### config.mk
export PLATFORM = sky130hd
export DESIGN_NAME = ifetch_flat
export DESIGN_NICKNAME = d
export VERILOG_FILES = /design/src/rtl/ifetch_if.sv /design/src/rtl/ifetch.sv /design/src/flat_wrapper.sv
export SDC_FILE = /design/constraint.sdc
export NUM_CORES = 1
export LEC_CHECK = 0
export ABC_AREA = 0
export CORE_ASPECT_RATIO = 1.4
export CORE_UTILIZATION = 30
export DETAILED_ROUTE_END_ITERATION = 16
export GPL_ROUTABILITY_DRIVEN = 0
export PLACE_DENSITY_LB_ADDON = 0.15
export SYNTH_ARGS = -nofsm -noshare
export SYNTH_HDL_FRONTEND = slang
export SYNTH_SLANG_ARGS = --single-unit
### constraint.sdc
create_clock -name clk -period 4.31 [get_ports clk]
set_input_delay 0.6465 -clock clk [delete_from_list [all_inputs] [get_ports clk]]
set_output_delay 0.6465 -clock clk [all_outputs]
set_load 0.1 [all_outputs]
### src/rtl/ifetch_if.sv
// Fetch-stage bundle: pc-side address/stall, instruction-memory req/ack bus,
// and the valid/ready output toward decode.
interface ifetch_if;
    logic [31:0] fetch_addr;
    logic        flush;
    logic        pc_stall;
    logic        imem_req;
    logic [31:0] imem_addr;
    logic        imem_ack;
    logic [31:0] imem_rdata;
    logic [31:0] instr;
    logic [31:0] instr_pc;
    logic        instr_valid;
    logic        dec_ready;
    logic        fetch_fault;

    modport master (
        input  fetch_addr, flush, imem_ack, imem_rdata, dec_ready,
        output pc_stall, imem_req, imem_addr, instr, instr_pc, instr_valid, fetch_fault
    );

    modport slave (
        output fetch_addr, flush, imem_ack, imem_rdata, dec_ready,
        input  pc_stall, imem_req, imem_addr, instr, instr_pc, instr_valid, fetch_fault
    );
endinterface

### src/rtl/ifetch.sv
// Instruction fetch: single-outstanding imem request, one-entry skid, valid/ready to decode.
// IFETCH_ALIGN_CHECK_EN: misaligned fetch addresses produce a fault word instead of a request.
module ifetch #(
    parameter logic [31:0] RESET_INSTR = 32'h0000_0000
) (
    input  logic     clk,
    input  logic     rest,
    ifetch_if.master bus
);
    typedef enum logic [1:0] {S_IDLE, S_REQ, S_HOLD, S_DROP} state_t;

    state_t      state_q, state_d;
    logic        imem_req_q, imem_req_d;
    logic [31:0] imem_addr_q, imem_addr_d;
    logic [31:0] instr_q, instr_d;
    logic [31:0] instr_pc_q, instr_pc_d;
    logic        instr_valid_q, instr_valid_d;
    logic        fault_q, fault_d;
    logic [31:0] skid_instr_q, skid_instr_d;
    logic [31:0] skid_pc_q, skid_pc_d;
    logic        capture, pc_adv, out_free, transfer;

    always_comb begin
        state_d       = state_q;
        imem_req_d    = imem_req_q;
        imem_addr_d   = imem_addr_q;
        instr_d       = instr_q;
        instr_pc_d    = instr_pc_q;
        instr_valid_d = instr_valid_q;
        fault_d       = fault_q;
        skid_instr_d  = skid_instr_q;
        skid_pc_d     = skid_pc_q;
        capture       = 1'b0;
        pc_adv        = 1'b0;
        out_free      = !instr_valid_q || bus.dec_ready;
        transfer      = instr_valid_q && bus.dec_ready;

        case (state_q)
            S_IDLE: begin
                if (!bus.flush) begin
`ifdef IFETCH_ALIGN_CHECK_EN
                    if (bus.fetch_addr[1:0] != 2'b00) begin
                        // Misaligned PC becomes a faulting nop; pc advances only once it lands.
                        if (out_free) begin
                            instr_d    = RESET_INSTR;
                            instr_pc_d = bus.fetch_addr;
                            fault_d    = 1'b1;
                            capture    = 1'b1;
                            pc_adv     = 1'b1;
                        end
                    end else
`endif
                    begin
                        imem_req_d  = 1'b1;
                        imem_addr_d = {bus.fetch_addr[31:2], 2'b00};
                        state_d     = S_REQ;
                    end
                end
            end
            S_REQ: begin
                pc_adv = bus.imem_ack;
                if (bus.imem_ack && bus.flush) begin
                    imem_req_d = 1'b0;
                    state_d    = S_IDLE;
                end else if (bus.flush) begin
                    // Request stays up: the memory still owes us an ack we must swallow.
                    state_d = S_DROP;
                end else if (bus.imem_ack && out_free) begin
                    instr_d    = bus.imem_rdata;
                    instr_pc_d = imem_addr_q;
                    fault_d    = 1'b0;
                    capture    = 1'b1;
                    imem_req_d = 1'b0;
                    state_d    = S_IDLE;
                end else if (bus.imem_ack) begin
                    skid_instr_d = bus.imem_rdata;
                    skid_pc_d    = imem_addr_q;
                    imem_req_d   = 1'b0;
                    state_d      = S_HOLD;
                end
            end
            S_HOLD: begin
                if (bus.flush) begin
                    state_d = S_IDLE;
                end else if (bus.dec_ready) begin
                    instr_d    = skid_instr_q;
                    instr_pc_d = skid_pc_q;
                    fault_d    = 1'b0;
                    capture    = 1'b1;
                    state_d    = S_IDLE;
                end
            end
            S_DROP: begin
                if (bus.imem_ack) begin
                    imem_req_d = 1'b0;
                    state_d    = S_IDLE;
                end
            end
            default: state_d = S_IDLE;
        endcase

        if (bus.flush) begin
            instr_valid_d = 1'b0;
            instr_d       = RESET_INSTR;
            fault_d       = 1'b0;
        end else if (capture) begin
            instr_valid_d = 1'b1;
        end else if (transfer) begin
            instr_valid_d = 1'b0;
        end
    end

    always_ff @(posedge clk or negedge rest) begin
        if (!rest) begin
            state_q       <= S_IDLE;
            imem_req_q    <= 1'b0;
            imem_addr_q   <= 32'h0;
            instr_q       <= RESET_INSTR;
            instr_pc_q    <= 32'h0;
            instr_valid_q <= 1'b0;
            fault_q       <= 1'b0;
            skid_instr_q  <= 32'h0;
            skid_pc_q     <= 32'h0;
        end else begin
            state_q       <= state_d;
            imem_req_q    <= imem_req_d;
            imem_addr_q   <= imem_addr_d;
            instr_q       <= instr_d;
            instr_pc_q    <= instr_pc_d;
            instr_valid_q <= instr_valid_d;
            fault_q       <= fault_d;
            skid_instr_q  <= skid_instr_d;
            skid_pc_q     <= skid_pc_d;
        end
    end

    assign bus.pc_stall    = !(bus.flush || pc_adv);
    assign bus.imem_req    = imem_req_q;
    assign bus.imem_addr   = imem_addr_q;
    assign bus.instr       = instr_q;
    assign bus.instr_pc    = instr_pc_q;
    assign bus.instr_valid = instr_valid_q;
    assign bus.fetch_fault = fault_q;
endmodule

### src/flat_wrapper.sv
// flat-port wrapper written by rule: the top's interface ports become plain ports
module ifetch_flat 
#(
    parameter logic [31:0] RESET_INSTR = 32'h0000_0000
)
  (clk, rest, bus_fetch_addr, bus_flush, bus_imem_ack, bus_imem_rdata, bus_dec_ready, bus_pc_stall, bus_imem_req, bus_imem_addr, bus_instr, bus_instr_pc, bus_instr_valid, bus_fetch_fault);
  ifetch_if bus_i ();
  input  logic clk;
  input  logic rest;
  input wire logic [$bits(bus_i.fetch_addr)-1:0] bus_fetch_addr;
  input wire logic [$bits(bus_i.flush)-1:0] bus_flush;
  input wire logic [$bits(bus_i.imem_ack)-1:0] bus_imem_ack;
  input wire logic [$bits(bus_i.imem_rdata)-1:0] bus_imem_rdata;
  input wire logic [$bits(bus_i.dec_ready)-1:0] bus_dec_ready;
  output wire logic [$bits(bus_i.pc_stall)-1:0] bus_pc_stall;
  output wire logic [$bits(bus_i.imem_req)-1:0] bus_imem_req;
  output wire logic [$bits(bus_i.imem_addr)-1:0] bus_imem_addr;
  output wire logic [$bits(bus_i.instr)-1:0] bus_instr;
  output wire logic [$bits(bus_i.instr_pc)-1:0] bus_instr_pc;
  output wire logic [$bits(bus_i.instr_valid)-1:0] bus_instr_valid;
  output wire logic [$bits(bus_i.fetch_fault)-1:0] bus_fetch_fault;
  assign bus_i.fetch_addr = bus_fetch_addr;
  assign bus_i.flush = bus_flush;
  assign bus_i.imem_ack = bus_imem_ack;
  assign bus_i.imem_rdata = bus_imem_rdata;
  assign bus_i.dec_ready = bus_dec_ready;
  assign bus_pc_stall = bus_i.pc_stall;
  assign bus_imem_req = bus_i.imem_req;
  assign bus_imem_addr = bus_i.imem_addr;
  assign bus_instr = bus_i.instr;
  assign bus_instr_pc = bus_i.instr_pc;
  assign bus_instr_valid = bus_i.instr_valid;
  assign bus_fetch_fault = bus_i.fetch_fault;
  ifetch #(.RESET_INSTR(RESET_INSTR)) u_core (.clk(clk), .rest(rest), .bus(bus_i));
endmodule
==> results.py <==
metrics = {
    "status": {
        "status": "completed",
    },
    "critical_path": {
        "crit_type": "in2reg",
        "path_max_fanout": 44,
        "cp-start-kind": "input port",
        "end_kind": "register",
        "critPathRequiredTime_ns": 4.60,
        "critical_path_arrival_ns": 3.03,
    },
    "grt": {
        "grt_pass1_wl_microns": 26000,
        "grt_use_met3": 0.0367,
        "grt_usage": 0.147,
        "grt_pass1_vias": 4806,
        "overflow": 0,
        "grtUsageMet2": 0.252,
        "grtUsageMet1": 0.177,
        "grt_busiest_layer": "met2",
        "grt_max_degree": 98,
        "antenna_found_initial": 0,
    },
    "logic_synthesis": {
        "synth_area_leaders": "dfrtp_1, mux2_2, mux2i_1",
        "synth_edf_count": 0,
        "synthCells": 510,
        "ys_warn_count": 0,
        "synth_ff_type": "dfrtp_1",
        "ys_ff_latch": 158,
        "syn_avg_cell_area_sq_um": 13.2,
        "synth-seq-area-share": 0.588,
        "synth_top_area_share": 0.588,
        "synth-async-reset-ratio": 1.00,
        "synth.distinct_cells": 29,
        "synth_top_area_cell": "dfrtp_1",
        "netlist_area_sq_mm": 0.00673,
    },
    "clock_tree": {
        "root_buffer": "clkbuf_16",
        "cts-buffers-inserted": 17,
        "cts_buffer_depth": 2,
        "cts_tree": "built",
        "clkTransAtPathRegs_ns": 0.06,
        "ctsResizeCount": 0,
        "cts_hold_buffers": 0,
        "cts.sink_count": 158,
        "postCtsSetupBuffers": 0,
        "htree_num_levels": 4,
        "clk_latency_ns": 0.41,
    },
    "place": {
        "dpl.hpwl_microns": 10000,
        "post_dp_cell_area_sq_mm": 0.00859,
        "io_buffers": 161,
    },
    "route": {
        "drc": 0,
        "routedWlPerCell_microns": 16.1,
        "drtIter0Drc": 157,
        "vias": 4447,
        "vias_per_cell": 4.58,
        "drt_pass1_iterations": 4,
        "routed_wl_microns": 15600,
        "postRouteAntennaNets": 0,
    },
    "floorplan": {
        "start_util": 0.307,
        "core_area_sq_mm": 0.0219,
        "row_count": 64,
        "io_pins": 169,
        "die_w_microns": 129,
        "die_area_sq_mm": 0.0230,
        "dieHeight_microns": 179,
    },
    "sta": {
        "final_max_slew_viol_count": 0,
        "tns_ns": 0,
        "finalCritPeriodShare": 0.636,
        "setup_viol": 0,
        "fmax_mhz": 365,
        "hold_violations": 0,
        "tightest_slew_ns": 1.07,
        "slew_headroom": 0.288,
        "rsz0062_at_grt": "false",
        "clock_skew_ns": 0.0111,
        "period_needed_ns": 2.74,
    },
    "cells_and_area": {
        "final_nets": 735,
        "fillers": 2107,
        "areaGrowthSynthToFinish_pct": 36.2,
        "final_cell_area_sq_mm": 0.00916,
        "antenna_cells": 0,
        "finish.utilization": 0.418,
        "final_cell_mix": "clkdlybuf4s50_1, dfrtp_1, mux2_2",
        "drive_above_1_share": 0.205,
    },
    "flow_run": {
        "drv_cap": 0,
    },
    "hold_path": {
        "hp-class": "in2async",
    },
}
metrics by stage:
step                setup WS, ns  hold WS [ns]  instances
floorplan                   1.15         0.351        514
global placement            1.10         0.459        940
detailed placement          1.06         0.466        940
CTS                         1.50         0.370        970
global route                1.39         0.408        970
finish                      1.57         0.313        970
cells in the mapped netlist (2+ instances only):
master	instances
clkbuf_1	12
inv_1	4
dfrtp_1	158
a21oi_1	2
buf_4	5
nor2b_1	2
o31ai_1	33
buf_6	7
ha_1	4
mux2_2	92
o21ai_0	31
mux2i_1	64
nand2_1	65
buf_2	12
nor2_1	3
buf_1	3
logic make-up after synthesis:
logic type               after synthesis  synth area share
other                                  1          0.000558
AND/OR/NAND/NOR                       75            0.0454
multiplexers                         156             0.249
AO/OA/AOI/OAI                         73            0.0726
buffers and inverters                 43            0.0368
adder cells (fa/ha/maj)                4           0.00744
flip-flops                           158             0.588
metal layers:
metal	vias up	wire [microns]
met1	2200	6730
met5	-	0
li1	2108	-
met2	123	7880
met3	16	701
met4	0	280
worst max-delay path, stage by stage:
cell and delay [ns]:
buf_2 0.68, nor2_1 0.14, and2_1 0.24, nand3_4 0.28
buf_4 0.60, mux2_2 0.41
path summary, 6_finish.rpt:
| path | from | to | slack (ns) | depth (start not counted) |
|---|---|---|---|---|
| worst max-delay path | bus_flush | u_core.skid_instr_q[26] | 1.57 | 6 |
| worst min-delay path | rest | u_core.bus.instr[22] | 0.31 | 1 |
| worst max register to register | u_core.state_q[1] | u_core.bus.instr[5] | 1.82 | 6 |
| worst min register to register | u_core.bus.instr[31] | u_core.bus.instr[31] | 0.48 | 2 |
| max in group asynchronous | rest | u_core.bus.instr_pc[31] | 2.89 | 2 |
| min in group clk | u_core.bus.instr[31] | u_core.bus.instr[31] | 0.48 | 2 |
layout make-up:
class,count,area (sq um),share of cell area
clock buffer,18,439,0.0479
clock inverter,12,135,0.0147
tap,297,372,0.0406
multi-input combinational,313,2590,0.283
inverter,4,15.0,0.00164
sequential,158,3950,0.432
timing repair buffer,168,1660,0.181
registers in the layout (all words and copies together) (netlist names):
signal	flops
u_core.bus.imem_addr	30
u_core.skid_pc_q	30
u_core.bus.imem_req	1
u_core.state_q	2
u_core.skid_instr_q	32
u_core.bus.instr_valid	1
u_core.bus.instr_pc	30
u_core.bus.instr	32
Power is left out: the tool's default activity adds up to more than one toggle a clock period on the data nets, which glitch-free logic cannot reach.
